File: src/rtl/pattern_gen_pkg.sv
// pattern_gen_pkg: command codes, sequencer states and RGB565 colour-bar palette.
package pattern_gen_pkg;
  typedef enum logic [1:0] {
    CMD_NONE        = 2'd0,
    CMD_FRAME_START = 2'd1,
    CMD_PIXEL_WORD  = 2'd2,
    CMD_FRAME_END   = 2'd3
  } cmd_e;
  typedef enum logic [2:0] {S_IDLE, S_START, S_PIXELS, S_END, S_GAP} state_e;
  localparam logic [15:0] RGB_WHITE = 16'hFFFF;
  localparam logic [15:0] BAR_PALETTE [8] = '{
    16'hFFFF, 16'hFFE0, 16'h07FF, 16'h07E0, 16'hF81F, 16'hF800, 16'h001F, 16'h0000
  };
endpackage

File: src/rtl/pattern_bar_palette.sv
// pattern_bar_palette: registered bar-index to RGB565 lookup, white when marker is set.
module pattern_bar_palette
  import pattern_gen_pkg::*;
(
  input  logic        clk_cam,
  input  logic        reset_n,
  input  logic [2:0]  bar_idx,
  input  logic        marker,
  output logic [15:0] color
);
  always_ff @(posedge clk_cam or negedge reset_n)
    if (!reset_n) color <= '0;
    else color <= marker ? RGB_WHITE : BAR_PALETTE[bar_idx];
endmodule

File: src/rtl/pattern_frame_sequencer.sv
// pattern_frame_sequencer: framed colour-bar command stream with valid/ready pacing and inter-frame gap.
module pattern_frame_sequencer
  import pattern_gen_pkg::*;
#(
  parameter int FRAME_WIDTH      = 640,
  parameter int FRAME_HEIGHT     = 480,
  parameter int BAR_COUNT        = 8,
  parameter int FRAME_GAP_CYCLES = 1024
) (
  input  logic        clk_cam,
  input  logic        reset_n,
  input  logic        enable,
  input  logic        cmd_ready,
  output logic        cmd_valid,
  output logic [1:0]  cmd_code,
  output logic [31:0] pixel_data,
  output logic [15:0] frame_count,
  output logic        busy
);
  localparam int WORDS     = FRAME_WIDTH / 2;
  localparam int BAR_WORDS = FRAME_WIDTH / BAR_COUNT / 2;
  localparam int XW = WORDS > 1 ? $clog2(WORDS) : 1;
  localparam int LW = FRAME_HEIGHT > 1 ? $clog2(FRAME_HEIGHT) : 1;
  localparam int SW = BAR_WORDS > 1 ? $clog2(BAR_WORDS) : 1;
  localparam int GW = FRAME_GAP_CYCLES > 1 ? $clog2(FRAME_GAP_CYCLES) : 1;
  state_e state, state_n;
  logic [XW-1:0] x_word, x_word_n;
  logic [LW-1:0] line, line_n;
  logic [SW-1:0] sub, sub_n;
  logic [2:0] bar, bar_n;
  logic [GW-1:0] gap_cnt;
  logic [15:0] color;
  logic xfer, pix_xfer, last_x, last_word, bar_end;
  assign cmd_valid  = state inside {S_START, S_PIXELS, S_END};
  assign busy       = state != S_IDLE;
  assign xfer       = cmd_valid & cmd_ready;
  assign pix_xfer   = xfer && state == S_PIXELS;
  assign last_x     = x_word == XW'(WORDS - 1);
  assign last_word  = last_x && line == LW'(FRAME_HEIGHT - 1);
  assign bar_end    = sub == SW'(BAR_WORDS - 1);
  assign cmd_code   = state == S_START ? CMD_FRAME_START : state == S_PIXELS ? CMD_PIXEL_WORD :
                      state == S_END ? CMD_FRAME_END : CMD_NONE;
  assign pixel_data = state == S_PIXELS ? {color, color} : state == S_END ? {16'd0, frame_count} : '0;
  always_comb begin
    x_word_n = pix_xfer ? (last_x ? '0 : x_word + 1'b1) : x_word;
    line_n   = pix_xfer && last_x ? (last_word ? '0 : line + 1'b1) : line;
    sub_n    = pix_xfer ? (last_x || bar_end ? '0 : sub + 1'b1) : sub;
    bar_n    = pix_xfer ? (last_x ? '0 : bar_end ? bar + 3'd1 : bar) : bar;
    state_n  = state;
    unique case (state)
      S_IDLE:   state_n = enable ? S_START : S_IDLE;
      S_START:  state_n = xfer ? S_PIXELS : S_START;
      S_PIXELS: state_n = xfer && last_word ? S_END : S_PIXELS;
      S_END:    state_n = xfer ? S_GAP : S_END;
      S_GAP:    state_n = gap_cnt != '0 ? S_GAP : enable ? S_START : S_IDLE;
      default:  state_n = S_IDLE;
    endcase
  end
  // The palette sees next-cycle counters so its registered colour lines up with the presented word.
  pattern_bar_palette u_palette (
    .clk_cam (clk_cam),
    .reset_n (reset_n),
    .bar_idx (bar_n),
    .marker  (frame_count[0] && line_n == '0),
    .color   (color)
  );
  always_ff @(posedge clk_cam or negedge reset_n)
    if (!reset_n) begin
      state       <= S_IDLE;
      x_word      <= '0;
      line        <= '0;
      sub         <= '0;
      bar         <= '0;
      gap_cnt     <= '0;
      frame_count <= '0;
    end else begin
      state  <= state_n;
      x_word <= x_word_n;
      line   <= line_n;
      sub    <= sub_n;
      bar    <= bar_n;
      if (xfer && state == S_END) begin
        frame_count <= frame_count + 16'd1;
        gap_cnt     <= GW'(FRAME_GAP_CYCLES - 1);
      end else if (gap_cnt != '0) gap_cnt <= gap_cnt - 1'b1;
    end
endmodule
File: config.mk
export PLATFORM = sky130hd
export DESIGN_NAME = pattern_frame_sequencer
export DESIGN_NICKNAME = d
export VERILOG_FILES = /design/src/rtl/pattern_gen_pkg.sv /design/src/rtl/pattern_bar_palette.sv /design/src/rtl/pattern_frame_sequencer.sv
export SDC_FILE = /design/constraint.sdc
export NUM_CORES = 1
export LEC_CHECK = 0
export ABC_AREA = 1
export BUFFER_PORTS_ARGS = -buffer_cell sky130_fd_sc_hd__buf_2
export CORE_MARGIN = 3
export CORE_UTILIZATION = 48
export CTS_CLUSTER_DIAMETER = 30
export CTS_CLUSTER_SIZE = 12
export DETAILED_ROUTE_END_ITERATION = 6
export PLACE_DENSITY_LB_ADDON = 0.08
export RECOVER_POWER = 25
export SLEW_MARGIN = 5
export SYNTH_ARGS = -nofsm -noshare
export SYNTH_HDL_FRONTEND = slang
export SYNTH_HIERARCHICAL = 1
export SYNTH_SLANG_ARGS = --single-unit
File: constraint.sdc
create_clock -name clk_cam -period 3 [get_ports clk_cam]
set_input_delay 0.45 -clock clk_cam [delete_from_list [all_inputs] [get_ports clk_cam]]
set_output_delay 0.45 -clock clk_cam [all_outputs]
set_load 0.01 [all_outputs]
After elaboration in Yosys (flattened, before gate mapping):

Memories as Yosys holds them, arrays and structs flattened.
Index checks and enable logic that the tools add are counted.
W data, S select, Z words.

* add/subtract/negate cells: 6
* magnitude comparators: 1
* equality and inequality tests: 7
* multiplexer cells: 23
* bitwise operators: 2
* reduce and logical (&&, ||, !) cells: 13

Operator list (number)
* $mux W16: 4
* $mux W32: 1
* $mux W9: 3
* $mux W10: 2
* $add A9 B1 Y9 const B: 2
* $eq A9 B9 Y1 const B: 2
* $add A16 B1 Y16 const B: 1
* $mux W3: 5
* $pmux W3 S5: 1
* $reduce_bool A10 Y1: 1
* $sub A10 B1 Y10 const B: 1
* $logic_not A9 Y1: 1
* $mux W2: 4
* $add A6 B1 Y6 const B: 1
* $eq A3 B2 Y1 const B: 2
* $eq A6 B6 Y1 const B: 1
* $logic_and A1 B1 Y1: 6
* $mux W6: 1
* $reduce_bool A3 Y1: 2
* $ge A4 B4 Y1 const B: 1
* $not A3 Y4: 1
* $add A3 B1 Y3 const B: 1
* $eq A3 B1 Y1 const B: 1
* $eq A3 B3 Y1 const B: 1
* other kinds (5): 6

* register bits after elaboration: 72
* ROM bits: 128
* input port bits: 4
* output and inout port bits: 52
* logic and storage cells: 61
* memories: 1

Memories
* (name not given): depth 8, width 16, rd ports 1, clocked after Yosys merged registers in 0, write ports 0, RTL line pattern_bar_palette.sv:13 `else color <= marker ? RGB_WHITE : BAR_PALETTE[bar_idx];`

Logic depth before layout (Yosys ltp):

Gate-level depths: netlist of run 1.

* depth in word-level cells: 10
* gate-level depth with buffers: 15

By module:

Netlist of run 1, hierarchy kept.

Modules (own cells, without submodules)
* pattern_frame_sequencer: times used 1, cells each 447, area an instance 3350.7 um2, sequential area each 1401.3 um2
* pattern_bar_palette: times used 1, cells each 20, area an instance 187.7 um2, sequential area each 75.1 um2

Worst setup path before layout of run 1:

Ideal clock, no wire load.

* kind: reg2out
* from: reg state[2]
* to: out pixel_data[17]
* data arrival time: 1.292 ns
* data required time: 2.550 ns
* setup slack: 1.258 ns
* stages on the path, launching flop included: 6
* cells stage by stage: dfrtp_1 -> inv_1 -> nand3_2 -> clkbuf_1 -> clkbuf_1 -> nor2_1

* cells in the longest elaborated chain, start to end: 2

Ends and longest elaborated chain
* start, declared: RTL line pattern_frame_sequencer.sv:26 `state_e state, state_n;`
* start signal, assigned: RTL line pattern_frame_sequencer.sv:77 `state <= state_n;`
* $eq A3 B2 Y1: RTL line pattern_frame_sequencer.sv:43 `assign pixel_data = state == S_PIXELS ? {color, color} : state == S_END ? {16'd0, frame_count} : '0;`
* $mux W32: RTL line pattern_frame_sequencer.sv:43
* end, declared: RTL line pattern_frame_sequencer.sv:16 `output logic [31:0] pixel_data,`

No other way between the ends.

Worst setup path after layout of run 1:

* from: reg state[2]
* to: out pixel_data[5]

* cells in the longest elaborated chain, start to end: 3
* elaborated cells between the ends (all ways): 4
* those cells by class: eq/ne (2); mux (2)

Ends and longest elaborated chain (RTL line)
* $eq A3 B2 Y1: pattern_frame_sequencer.sv:43
* $mux W16: pattern_frame_sequencer.sv:43
* $mux W32 *: pattern_frame_sequencer.sv:43

Mark *: on every way between the ends. The rest lies on a longest branch, timed or not.

==> results.yml, run 1 <==
status:
  status: "complete, no violations"
placement:
  port_buffers: 55
  dp_slack_ns: 0.9132
  gp_congestion: 0.8204
  post-dp-hpwl_mm: 5.915
sta:
  fin_ws_ns: 0.7368
  tightest_slew_ns: 1.169
  drv_slew: 0
  period_needed_ns: 2.263
  rsz0062_at_grt: "false"
  max_freq_ghz: 0.4419
  final.setup.tns_ns: 0
  timing_hold_violations_final: 0
  finalSetupViolations: 0
  finalCritPeriodShare_pct: 75.44
  relSlewSlack_pct: 22.07
  finClkSkew_ns: 0.006080
logic_synthesis:
  syn_inst: 467
  synth_top_family_by_area: "simple AND/OR/NAND/NOR gates"
  synthesis.area_um2: 3538
  synth_xor_area_share_pct: 4.455
  yosys_warnings: 6
  synthMuxAreaShare_pct: 0
  ys_seq_area_share_pct: 41.73
  synth-simple-area-share_pct: 27.72
  synth_compound_area_share_pct: 9.618
  synth_cell_types: 31
  synth_seq_cells: 59
  syn_nets: 478
  avgSynthCellArea_um2: 7.577
  synthAdderAreaFrac_pct: 2.475
grt:
  antenna_found_initial: 0
  grt_max_degree: 40
  first_global_vias: 2835
  grt_pass1_wl_mm: 13.43
  overflow: 0
  track_usage_pct: 19.87
min_path:
  hold_path_class: "input port to async pin"
finish:
  final_cell_mix: "inv_1 (94), nand2_1 (88), dfrtp_1 (59)"
  syn2layout_area_growth_pct: 13.76
  final_nets: 526
  seq_area_um2: 1476
  multi_input_area_um2: 1567
  layout-drive-gt1-share_pct: 17.37
  final_common_cell: "inv_1"
  antenna_cells: 0
  n_fill_cell: 675
clocking:
  clk-insertion-delay-late_ns: 0.33
  holdBufCountCts: 0
  cts_resized: 0
  htree_levels: 3
  cts_buffers: 9
  clkSinkCount: 59
  cts_root_buffer: "clkbuf_8"
  cts_buffer_depth: 2
  path_clk_slew_ns: 0.07
  cts_tree: "done"
  post-cts-setup-buffers: 0
power_and_ir_drop:
  switching_share_pct: 20.61
  leakagePower_nw: 2.359
  netSwitchingPower_mw: 0.3428
  p_comb_share_pct: 2.7
  ir_worst_vdd_mv: 0.3156
  power_density_nw_per_um2: 413.2
  intPower_mw: 1.320
  p_clk_share_pct: 48.4
  pwr-share-seq_pct: 48.9
worst_setup_path:
  required_ns: 2.55
  crit_path_end_kind: "output port"
  cp-start-kind: "register"
  worstSetupPathType: "register to output port"
  worst_ep_arrival_time_ns: 1.81
  path_max_fanout: 28
detailed_routing:
  viasPerCell: 4.963
  num_vias: 3047
  drcViolationCount: 0
  drt_wl_total_mm: 7.836
  wl_per_cell_um: 12.76
  drt-initial-drc-count: 119
  ant_nets: 0
  dr.pass1.iters: 4
floorplan:
  rows: 30
  core-area_um2: 6982
  dieArea_um2: 8438
  fp.dieW_um: 91.86
  die_h_um: 91.86
  io_pins: 56
  start_util_pct: 50.68
run:
  maxCapViolCount: 0
[stage by stage]
step / std cells / total power, mW / utilization [%] / area [um^2] / hold WS (ns)
2_1_floorplan: 467 / 0.8448 / - / 3538 / 0.1544
3_3_place_gp: 600 / 0.8730 / 54.62 / 3814 / 0.4348
3_5_place_dp: 600 / 0.8739 / 54.62 / 3814 / 0.4397
4_1_cts: 614 / 1.690 / 57.71 / 4029 / 0.07199
5_1_grt: 614 / 1.729 / 57.65 / 4025 / 0.3840
6_report: 614 / 1.663 / 57.65 / 4025 / 0.3288
[critical path: stages, from the launching register on]
cell     delay [ns]
dfrtp_1        0.47
inv_1          0.11
nand3_2        0.12
buf_4          0.29
nor2_1         0.11
a31o_2         0.23
buf_2          0.14
[state kept, by name, indices dropped and copies added, names as in the netlist]
register and cells:
x_word 9, gap_cnt 10, line 9, frame_count 16, state 3, sub 6, u_palette/color 3, bar 3
[power by group through the flow]
stage / combinational, mW / sequential, mW / clock [mW]
after floorplan: 0.0175 / 0.827 / 0
after global placement: 0.0453 / 0.828 / 0
after detailed placement: 0.0459 / 0.828 / 0
after CTS: 0.0462 / 0.813 / 0.831
after global routing: 0.0528 / 0.814 / 0.862
final: 0.0441 / 0.814 / 0.806
[Yosys cell counts]
library cell / number / area, um^2
a21boi_1: 1 / 7.510
a21oi_1: 13 / 65.06
a2bb2oi_1: 1 / 8.760
a31o_2: 4 / 35.03
a31oi_1: 3 / 18.77
buf_2: 3 / 15.01
buf_4: 13 / 97.59
buf_6: 1 / 11.26
clkbuf_1: 3 / 11.26
dfrtp_1: 59 / 1476
ha_1: 7 / 87.58
inv_1: 94 / 352.8
inv_2: 2 / 7.510
nand2_1: 88 / 330.3
nand2_2: 2 / 12.51
nand2_4: 1 / 11.26
nand3_1: 30 / 150.1
nand3_2: 3 / 30.03
nand4_1: 12 / 75.07
nand4_4: 1 / 21.27
nor2_1: 51 / 191.4
nor2_2: 2 / 12.51
nor2_4: 5 / 56.30
nor2_8: 1 / 20.02
nor3_1: 11 / 55.05
nor3b_1: 2 / 15.01
o211ai_1: 2 / 15.01
o21ai_0: 20 / 100.1
o22ai_1: 12 / 75.07
o31ai_1: 2 / 15.01
xor2_1: 18 / 157.7
[worst paths after layout]
path	startpoint	end	slack, ns	cells after the start
worst min-delay path	reset_n	gap_cnt[7]	0.33	1
worst min register to register	bar[2]	bar[2]	0.46	1
max in group asynchronous	reset_n	bar[1]	1.12	2
worst max-delay path	state[2]	pixel_data[5]	0.74	6
worst max register to register	state[1]	u_palette/color[14]	0.96	12
min in group clk_cam	enable	state[0]	0.38	3
[layer usage]
metal / global-route usage, % / up-vias / wire length, um
met5: 0 / - / 0
met4: 6.931 / 0 / 76
met3: 4.758 / 10 / 326
met2: 31.75 / 53 / 3763
met1: 26.42 / 1427 / 3670
li1: - / 1557 / -
[cell families (layout without fill, tap and decap cells)]
family          Yosys count  in the layout
fa+ha+maj                 7              7
buf+inv                 116            167
flops                    59             59
compound gates           58             58
simple gates            209            209
xor+xnor                 18             18
[final cells by class]
class / instances / share of cell area, %
Multi-Input combinational cell: 292 / 38.92
Clock buffer: 12 / 3.855
Clock inverter: 2 / 1.492
Inverter: 96 / 8.952
Timing Repair Buffer: 57 / 7.118
Tap cell: 96 / 2.984
Sequential cell: 59 / 36.68
No activity file was read; power rests on OpenSTA's default activity.
==> run 2: changes to the inputs <==
- ABC_AREA: 1 -> 0
- clock period: 3 -> 2.2 ns (I/O delays scaled with it)
==> results.yml, run 2 <==
logic_synthesis:
  synth.area.top_cells: "dfrtp_1 (44%), xnor2_1 (5.0%), nand2_1 (4.2%)"
  synth_commonest_cells: "dfrtp_1 (59), nand2_1 (37), and2_1 (21), nor2_1 (21), nand3_1 (20)"
  synth_async_sr_flop_share_pct: 100.0
  ys.flop_type: "dfrtp_1"
  synth_cell_types: 48
  synthesis.area_um2: 3322
  synthAdderAreaFrac_pct: 2.637
  yosys_warnings: 6
  yosysMostFrequentCell: "dfrtp_1"
  yosys.area.top_type: "dfrtp_1"
  syn_nets: 356
  synth_seq_cells: 59
  synth-simple-area-share_pct: 26.52
  yosysTopAreaCellShare_pct: 44.44
  ys_seq_area_share_pct: 44.44
  synth_top_family_by_area: "simple AND/OR/NAND/NOR gates"
  synthMuxAreaShare_pct: 0.9416
  synth_xor_area_share_pct: 8.964
  synth_compound_area_share_pct: 10.55
  synth-edff-count: 0
  syn_inst: 345
  avgSynthCellArea_um2: 9.629
finish:
  final_common_cell: "dfrtp_1"
  n_fill_cell: 588
  final_nets: 417
  regMostFlops: "frame_count"
  antenna_cells: 0
  final_cell_mix: "dfrtp_1 (59), buf_2 (55), nand2_1 (37)"
  layout-drive-gt1-share_pct: 22.63
  syn2layout_area_growth_pct: 15.29
  largestRegisters: "frame_count: 16 flops, gap_cnt: 10 flops"
  largest_reg_flops: 16
power_and_ir_drop:
  ir_worst_vdd_mv: 0.5565
  leakagePower_nw: 1.978
  power_density_nw_per_um2: 1022
floorplan:
  dieArea_um2: 7955
  fp.dieW_um: 89.19
  core-area_um2: 6531
  start_util_pct: 50.86
  rows: 29
  die_h_um: 89.19
  io_pins: 56
run:
  maxCapViolCount: 0
min_path:
  hp-start: "enable"
  hold_path_class: "input port to register"
  holdPathEnd: "state[0]"
  hold_depth: 3
worst_setup_path:
  crit_path_end_kind: "output port"
  path_max_fanout: 16
  cp-start-kind: "register"
  worst_ep_arrival_time_ns: 1.77
  reg2reg_from: "line[0]"
  reg2reg_slack_ns: 0.16
  r2r_end: "u_palette/color[4]"
  reg2regPathDepth: 7
  required_ns: 1.87
  worstSetupPathType: "register to output port"
clocking:
  clkSinkCount: 59
  cts_root_buffer: "clkbuf_8"
  htree_levels: 3
  cts_buffer_depth: 2
  clk-insertion-delay-late_ns: 0.33
  path_clk_slew_ns: 0.06
  cts_tree: "done"
  post-cts-setup-buffers: 0
  cts_buffers: 9
detailed_routing:
  drcViolationCount: 0
  drt_wl_total_mm: 6.648
  viasPerCell: 5.422
  wl_per_cell_um: 13.62
  num_vias: 2646
  dr.pass1.iters: 4
  ant_nets: 0
  drt-initial-drc-count: 125
sta:
  rsz0062_at_grt: "false"
  finalSetupViolations: 0
  tightest_slew_ns: 1.408
  period_needed_ns: 2.100
  final.setup.tns_ns: 0
  finalCritPeriodShare_pct: 95.43
  fin_ws_ns: 0.1004
  relSlewSlack_pct: 6.115
  drv_slew: 0
  max_freq_ghz: 0.4763
  timing_hold_violations_final: 0
  finClkSkew_ns: 0.009396
grt:
  grt_pass1_wl_mm: 11.35
  track_usage_pct: 18.49
  grt_use_met1_pct: 24.20
  busiest_layer: "met2"
  grt.met2_usage_pct: 29.60
  first_global_vias: 2410
  antenna_found_initial: 0
  use_met3_pct: 5.899
  grt_max_degree: 34
  overflow: 0
placement:
  gp_congestion: 0.9141
  dp_slack_ns: 0.1171
  post-dp-hpwl_mm: 4.950
  port_buffers: 55
status:
  status: "complete, no violations"
[run 2: changes by cell type after synthesis, sizes merged, moves of 8 or more]
cell / delta
xnor2: +19
nor2: -38
or3: +8
a21o: +17
nand2: -54
o22ai: -11
nand3: -13
and2: +21
inv: -88
[run 2: critical path: stages (launching register included)]
cell     delay (ns)
dfrtp_1        0.37
buf_4          0.16
nor2b_2        0.17
nor2b_1        0.12
buf_4          0.17
and2_1         0.18
a21o_1         0.15
buf_2          0.13
[run 2: worst max-delay path by stage]
| stage | from | endpoint | slack, ns | cells past startpoint |
|---|---|---|---|---|
| global route | line[0] | u_palette/color[4] | 0.006 | 7 |
| detailed placement | line[0] | u_palette/color[4] | 0.12 | 7 |
| floorplan | line[0] | u_palette/color[10] | 0.14 | 7 |
| global placement | line[0] | u_palette/color[4] | 0.16 | 7 |
| finish | state[1] | pixel_data[12] | 0.10 | 7 |
| CTS | state[2] | pixel_data[12] | 0.08 | 7 |
[run 2: cells by family (layout without fill, tap and decap cells)]
logic type / after synthesis / after routing
fa+ha+maj: 7 / 7
compound gates: 50 / 50
simple gates: 160 / 160
xor+xnor: 34 / 34
flops: 59 / 59
buf+inv: 32 / 98
mux: 3 / 3
[run 2: what timing repair did]
action / in CTS / in global routing
endpoints found under the setup margin: 0 / 19
hold buffers: 1 / 0
hold endpoints to repair: 3 / 0
gates resized for setup: 0 / 3
[run 2: area by class of cell]
cell class                 count  area, um^2  share of cell area (%)
multi-input combinational    254        1659                   43.32
clock inverter                 3       15.01                  0.3920
inverter                       8       30.03                  0.7841
timing repair buffer          74       414.1                   10.81
sequential                    59        1476                   38.55
clock buffer                  13       138.9                   3.626
tap                           77       96.34                   2.516
[run 2: per-stage QoR]
step	hold WS, ns	utilization, %	cell area [um^2]	cells	total power, mW
detailed placement	0.3593	56.05	3661	471	3.137
finish	0.2547	58.64	3830	488	3.915
global route	0.2637	58.64	3830	488	4.257
CTS	0.2514	58.56	3825	488	3.960
floorplan	0.03441	-	3322	345	2.517
global placement	0.3596	56.05	3661	471	3.118
[run 2: routing by layer]
metal / vias to the layer above / share of wire [%]
met4: 0 / 0.59
met3: 2 / 5.2
met5: - / 0
met2: 66 / 46
li1: 1322 / -
met1: 1256 / 48
[run 2: power by group]
group	leakage [nW]	switching, mW	total [mW]	internal, mW
Sequential	0.741	0.212	1.49	1.28
Combinational	1.16	0.864	1.62	0.757
Clock	0.0812	0.394	0.799	0.404
